[src/rtl/apb_norflash_bridge_if.sv]
// APB3 bus bundle between a CPU-side master and the norflash bridge slave.
// Zero-wait-state slaves tie pready high.
interface apb_norflash_bridge_if;
  logic        psel;
  logic        penable;
  logic        pwrite;
  logic [4:0]  paddr;
  logic [31:0] pwdata;
  logic [31:0] prdata;
  logic        pready;
  logic        pslverr;

  modport master (
    output psel, penable, pwrite, paddr, pwdata,
    input  prdata, pready, pslverr
  );

  modport slave (
    input  psel, penable, pwrite, paddr, pwdata,
    output prdata, pready, pslverr
  );
endinterface

[src/rtl/apb_norflash_bridge.sv]
// APB3 register front-end that issues single-byte read/program commands to the norflash
// engine over a req/ack port, with sticky DONE/TIMEOUT status and a level interrupt.
module apb_norflash_bridge #(
  parameter int ADDR_W      = 8,
  parameter int DATA_W      = 8,
  parameter int TIMEOUT_CYC = 1024
) (
  input  logic              sys_clk,
  input  logic              sys_rst_n,
  apb_norflash_bridge_if.slave apb,
  output logic              fl_req,
  output logic              fl_we,
  output logic [ADDR_W-1:0] fl_addr,
  output logic [DATA_W-1:0] fl_wdata,
  input  logic              fl_ack,
  input  logic [DATA_W-1:0] fl_rdata,
  output logic              irq
);

  localparam int CNT_W = (TIMEOUT_CYC > 2) ? $clog2(TIMEOUT_CYC) : 1;
  localparam logic [CNT_W-1:0] CNT_MAX = CNT_W'(TIMEOUT_CYC - 1);

  localparam logic [2:0] REG_CTRL   = 3'd0;
  localparam logic [2:0] REG_ADDR   = 3'd1;
  localparam logic [2:0] REG_WDATA  = 3'd2;
  localparam logic [2:0] REG_RDATA  = 3'd3;
  localparam logic [2:0] REG_STATUS = 3'd4;

  typedef enum logic {IDLE, BUSY} state_t;

  state_t            state_q;
  state_t            state_d;
  logic [CNT_W-1:0]  cnt;
  logic              ie;
  logic              done_flag;
  logic              timeout_flag;
  logic [ADDR_W-1:0] addr_reg;
  logic [DATA_W-1:0] wdata_reg;
  logic [DATA_W-1:0] rdata_reg;

  logic [2:0]  sel;
  logic        wr_en;
  logic        start_req;
  logic        launch;
  logic        ack_hit;
  logic        expire;
  logic        busy;
  logic [31:0] prdata_c;
  logic        unused_bits;

  assign sel         = apb.paddr[4:2];
  assign wr_en       = apb.psel & apb.penable & apb.pwrite;
  assign start_req   = wr_en && (sel == REG_CTRL) && apb.pwdata[0];
  assign busy        = (state_q == BUSY);
  assign unused_bits = &{1'b0, apb.paddr[1:0], apb.pwdata};

  always_ff @(posedge sys_clk) begin
    if (!sys_rst_n) state_q <= IDLE;
    else            state_q <= state_d;
  end

  // Ack is checked before the timeout so a completion in the expiry cycle still counts as DONE.
  always_comb begin
    state_d = state_q;
    launch  = 1'b0;
    ack_hit = 1'b0;
    expire  = 1'b0;
    case (state_q)
      IDLE: begin
        if (start_req) begin
          launch  = 1'b1;
          state_d = BUSY;
        end
      end
      BUSY: begin
        if (fl_ack) begin
          ack_hit = 1'b1;
          state_d = IDLE;
        end else if (cnt == CNT_MAX) begin
          expire  = 1'b1;
          state_d = IDLE;
        end
      end
      default: state_d = IDLE;
    endcase
  end

  // Status sets are placed after the W1C clears so a set in the same cycle wins.
  always_ff @(posedge sys_clk) begin
    if (!sys_rst_n) begin
      ie           <= 1'b0;
      done_flag    <= 1'b0;
      timeout_flag <= 1'b0;
      addr_reg     <= '0;
      wdata_reg    <= '0;
      rdata_reg    <= '0;
      cnt          <= '0;
      fl_req       <= 1'b0;
      fl_we        <= 1'b0;
      fl_addr      <= '0;
      fl_wdata     <= '0;
      irq          <= 1'b0;
    end else begin
      if (wr_en) begin
        case (sel)
          REG_CTRL:   ie        <= apb.pwdata[2];
          REG_ADDR:   addr_reg  <= apb.pwdata[ADDR_W-1:0];
          REG_WDATA:  wdata_reg <= apb.pwdata[DATA_W-1:0];
          REG_STATUS: begin
            if (apb.pwdata[1]) done_flag    <= 1'b0;
            if (apb.pwdata[2]) timeout_flag <= 1'b0;
          end
          default: ;
        endcase
      end
      if (launch) begin
        done_flag    <= 1'b0;
        timeout_flag <= 1'b0;
        fl_we        <= apb.pwdata[1];
        fl_addr      <= addr_reg;
        fl_wdata     <= wdata_reg;
        cnt          <= '0;
        fl_req       <= 1'b1;
      end
      if (ack_hit) begin
        fl_req    <= 1'b0;
        done_flag <= 1'b1;
        if (!fl_we) rdata_reg <= fl_rdata;
      end else if (expire) begin
        fl_req       <= 1'b0;
        timeout_flag <= 1'b1;
      end else if (busy) begin
        cnt <= cnt + CNT_W'(1);
      end
      irq <= ie & (done_flag | timeout_flag);
    end
  end

  always_comb begin
    prdata_c = '0;
    case (sel)
      REG_CTRL:   prdata_c[2]          = ie;
      REG_ADDR:   prdata_c[ADDR_W-1:0] = addr_reg;
      REG_WDATA:  prdata_c[DATA_W-1:0] = wdata_reg;
      REG_RDATA:  prdata_c[DATA_W-1:0] = rdata_reg;
      REG_STATUS: prdata_c[2:0]        = {timeout_flag, done_flag, busy};
      default:    prdata_c             = '0;
    endcase
  end

  assign apb.prdata  = prdata_c;
  assign apb.pready  = 1'b1;
  assign apb.pslverr = apb.psel & apb.penable &
                       ((sel > REG_STATUS) | (start_req & busy));

endmodule
[src/flat_wrapper.sv]
// flat-port wrapper written by rule: the top's interface ports become plain ports
module apb_norflash_bridge_flat 
#(
  parameter int ADDR_W      = 8,
  parameter int DATA_W      = 8,
  parameter int TIMEOUT_CYC = 1024
)
  (sys_clk, sys_rst_n, fl_req, fl_we, fl_addr, fl_wdata, fl_ack, fl_rdata, irq, apb_psel, apb_penable, apb_pwrite, apb_paddr, apb_pwdata, apb_prdata, apb_pready, apb_pslverr);
  apb_norflash_bridge_if apb_i ();
  input  logic sys_clk;
  input  logic sys_rst_n;
  output logic fl_req;
  output logic fl_we;
  output logic [ADDR_W-1:0] fl_addr;
  output logic [DATA_W-1:0] fl_wdata;
  input  logic fl_ack;
  input  logic [DATA_W-1:0] fl_rdata;
  output logic irq;
  input wire logic [$bits(apb_i.psel)-1:0] apb_psel;
  input wire logic [$bits(apb_i.penable)-1:0] apb_penable;
  input wire logic [$bits(apb_i.pwrite)-1:0] apb_pwrite;
  input wire logic [$bits(apb_i.paddr)-1:0] apb_paddr;
  input wire logic [$bits(apb_i.pwdata)-1:0] apb_pwdata;
  output wire logic [$bits(apb_i.prdata)-1:0] apb_prdata;
  output wire logic [$bits(apb_i.pready)-1:0] apb_pready;
  output wire logic [$bits(apb_i.pslverr)-1:0] apb_pslverr;
  assign apb_i.psel = apb_psel;
  assign apb_i.penable = apb_penable;
  assign apb_i.pwrite = apb_pwrite;
  assign apb_i.paddr = apb_paddr;
  assign apb_i.pwdata = apb_pwdata;
  assign apb_prdata = apb_i.prdata;
  assign apb_pready = apb_i.pready;
  assign apb_pslverr = apb_i.pslverr;
  apb_norflash_bridge #(.ADDR_W(ADDR_W), .DATA_W(DATA_W), .TIMEOUT_CYC(TIMEOUT_CYC)) u_core (.sys_clk(sys_clk), .sys_rst_n(sys_rst_n), .apb(apb_i), .fl_req(fl_req), .fl_we(fl_we), .fl_addr(fl_addr), .fl_wdata(fl_wdata), .fl_ack(fl_ack), .fl_rdata(fl_rdata), .irq(irq));
endmodule
[config.mk]
export PLATFORM = sky130hd
export DESIGN_NAME = apb_norflash_bridge_flat
export DESIGN_NICKNAME = d
export VERILOG_FILES = /design/src/rtl/apb_norflash_bridge_if.sv /design/src/rtl/apb_norflash_bridge.sv /design/src/flat_wrapper.sv
export SDC_FILE = /design/constraint.sdc
export NUM_CORES = 1
export LEC_CHECK = 0
export BUFFER_PORTS_ARGS = -buffer_cell sky130_fd_sc_hd__buf_2
export CORE_MARGIN = 3
export CORE_UTILIZATION = 49
export CTS_CLUSTER_DIAMETER = 60
export CTS_CLUSTER_SIZE = 30
export DETAILED_ROUTE_END_ITERATION = 7
export HOLD_SLACK_MARGIN = 0.1
export PLACE_DENSITY_LB_ADDON = 0.2
export SETUP_SLACK_MARGIN = 0.3
export SLEW_MARGIN = 20
export SYNTH_ARGS = -nofsm -noshare
export SYNTH_HDL_FRONTEND = slang
export SYNTH_SLANG_ARGS = --single-unit
[constraint.sdc]
create_clock -name sys_clk -period 2.05 [get_ports sys_clk]
set_clock_uncertainty 0.05 [all_clocks]
set_input_delay 0.41 -clock sys_clk [delete_from_list [all_inputs] [get_ports sys_clk]]
set_output_delay 0.41 -clock sys_clk [all_outputs]
set_load 0.02 [all_outputs]
==> results.json <==
{
  "drt-initial-drc-count": 167,
  "area_growth_pct": 27.58,
  "cts_max_path_buffers": 2,
  "hold_viol_final": 0,
  "p_per_area_nw_per_um2": 684.0,
  "fin_crit_sh": 0.8581,
  "hpwl_um": 4793,
  "cts_sinks": 57,
  "slew_violations": 0,
  "synth_compound_area_frac": 0.1322,
  "cp_max_fo": 2,
  "die_area_um2": 6495,
  "regArea_um2": 1152,
  "top_register": "u_core.cnt",
  "outcome": "finished clean",
  "drt_pass1_iterations": 4,
  "synthMuxAreaShare": 0.09775,
  "cp-start-kind": "input port",
  "required_ns": 1.59,
  "holdBufCountCts": 0,
  "wl_per_cell_um": 14.33,
  "vias": 2429,
  "largest_reg_flops": 10,
  "num_rows": 26,
  "cp-end-kind": "primary output",
  "remaining_drc_errors": 0,
  "die_y_um": 80.59,
  "layout_common_cells": "nand2_1 (60), dfxtp_1 (48), buf_2 (41)",
  "ant_nets": 0,
  "gp_congestion": 0.8186,
  "grt_pass1_vias": 2279,
  "pre_cts_ws_ns": 0.09166,
  "worst_ep_arrival_time_ns": 1.30,
  "synth-edff-count": 0,
  "drt_wl_total_um": 6633,
  "multi_input_area_um2": 1509,
  "grt_pass1_wl_um": 10720,
  "criticalPathCategory": "in2out",
  "drive_gt1_frac": 0.3232,
  "via_per_inst": 5.246,
  "portBuffers": 52,
  "synthFlopType": "dfxtp_1",
  "leakage_nw": 1.399,
  "layout_commonest_cell": "nand2_1",
  "nFillCells": 447,
  "ys_async_sr_fraction": 0,
  "layout_min_cycle_time_ns": 1.759,
  "grtUsageTotal": 0.2153,
  "cts_root_buf": "clkbuf_8",
  "grt-ovfl-total": 0,
  "clk_pin_slew_worst_paths_ns": 0.07,
  "min_path_type": "in2reg",
  "fin_nets": 440,
  "numCtsBuffers": 9,
  "ys_ff_latch": 57,
  "synth_area_um2": 2726,
  "start_util": 0.5205,
  "die_width_um": 80.59,
  "antenna_cells": 0,
  "setup_viol_count_final": 0,
  "synth_xor_area_frac": 0,
  "ys_types": 45,
  "rsz0062_at_grt": "yes",
  "synth-simple-area-share": 0.2363,
  "num_io_pins": 104,
  "synth_top_family_by_area": "simple AND/OR/NAND/NOR gates",
  "fin_ws_ns": 0.2909,
  "core_area_um2": 5238,
  "drv_cap": 0,
  "tns_ns": 0,
  "yosys_warnings": 0,
  "avgSynthCellArea_um2": 8.389,
  "antenna_found_initial": 0,
  "hold_ws_ns": 0.2633,
  "htree_levels": 3,
  "ir_drop_mv": 0.4663,
  "synth_fa_ha_area_frac": 0.004589,
  "fmax_mhz": 568.5,
  "grt_max_degree": 32,
  "ys_seq_area_frac": 0.4185,
  "cts_tree": "yes",
  "syn_inst": 325,
  "insertion_delay_ns": 0.33
}
## critical path: stages
cell and delay (ns):
buf_6 0.10, nand4b_4 0.18, nor3_4 0.14, a32o_1 0.18, and3_4 0.19, buf_6 0.11
## report_power, final
part | switching (W) | internal, W | total [W]
clock network | 0.000455 | 0.000628 | 0.00108
logic | 0.000123 | 0.0000608 | 0.000183
registers | 0.00000287 | 0.00111 | 0.00111
## cell families after synthesis
kind of cell | count (synthesis)
muxes | 26
adders and majority gates | 1
buffers and inverters | 47
DFF | 57
and+or+nand+nor | 135
AOI/OAI and AO/OA | 57
other | 2
## cell usage after synthesis, drive strengths merged, types with 2 or more instances
master / number / share of area
nor2: 28 / 0.039
or4: 2 / 0.0055
mux2: 5 / 0.021
nand2b: 4 / 0.0092
conb: 2 / 0.0028
inv: 2 / 0.0028
dfxtp: 57 / 0.42
o21ai: 4 / 0.0073
nor3b: 3 / 0.0083
nand2: 60 / 0.083
a22oi: 7 / 0.019
nor3: 3 / 0.0055
buf: 34 / 0.090
nand3b: 2 / 0.0055
clkbuf: 10 / 0.014
nor4: 2 / 0.0069
o311ai: 2 / 0.0064
o32ai: 2 / 0.0064
a21oi: 30 / 0.055
o22ai: 3 / 0.0069
and3: 5 / 0.011
nor2b: 6 / 0.014
nand4: 4 / 0.0092
nand3: 10 / 0.018
mux2i: 21 / 0.077
or3: 2 / 0.0046
## final timing paths
kind | from | end | slack [ns] | depth (start not counted)
setup / recovery | apb_paddr[4] | apb_pslverr | 0.29 | 6
hold / removal | fl_rdata[1] | u_core.rdata_reg[1] | 0.26 | 3
hold reg to reg | u_core.fl_wdata[7] | u_core.fl_wdata[7] | 0.40 | 2
setup reg to reg | u_core.cnt[0] | u_core.cnt[3] | 0.43 | 5
## repair_timing
| action | in CTS | in global routing |
|---|---|---|
| pin swaps | 6 | 8 |
| buffers inserted | 2 | 4 |
| endpoints found under the setup margin | 9 | 11 |
| resized for setup | 24 | 29 |
## metrics by stage
| stage | area [µm²] | utilization | cells | total power (W) |
|---|---|---|---|---|
| detailed placement | 3035 | 0.5796 | 441 | 0.001293 |
| CTS | 3348 | 0.6393 | 459 | 0.002380 |
| global route | 3478 | 0.6641 | 463 | 0.002462 |
| global placement | 3035 | 0.5796 | 441 | 0.001291 |
| floorplan | 2861 | - | 348 | 0.001276 |
| finish | 3478 | 0.6641 | 463 | 0.002379 |
## cell type report
cell class / count / area share
multi-input cells: 244 / 0.4338
clock buffers: 12 / 0.04460
repair buffers: 73 / 0.1471
clock inverters: 4 / 0.01475
inverters: 3 / 0.003237
well taps: 70 / 0.02518
flip-flops and latches: 57 / 0.3313
## per-layer routing
layer	vias to the layer above	wire [µm]	GRT usage
li1	1201	-	-
met3	13	370	0.04596
met2	78	3384	0.3675
met1	1137	2750	0.2617
met4	0	128	0.08615
met5	-	0	0
No activity file was read; power rests on OpenSTA's default activity.
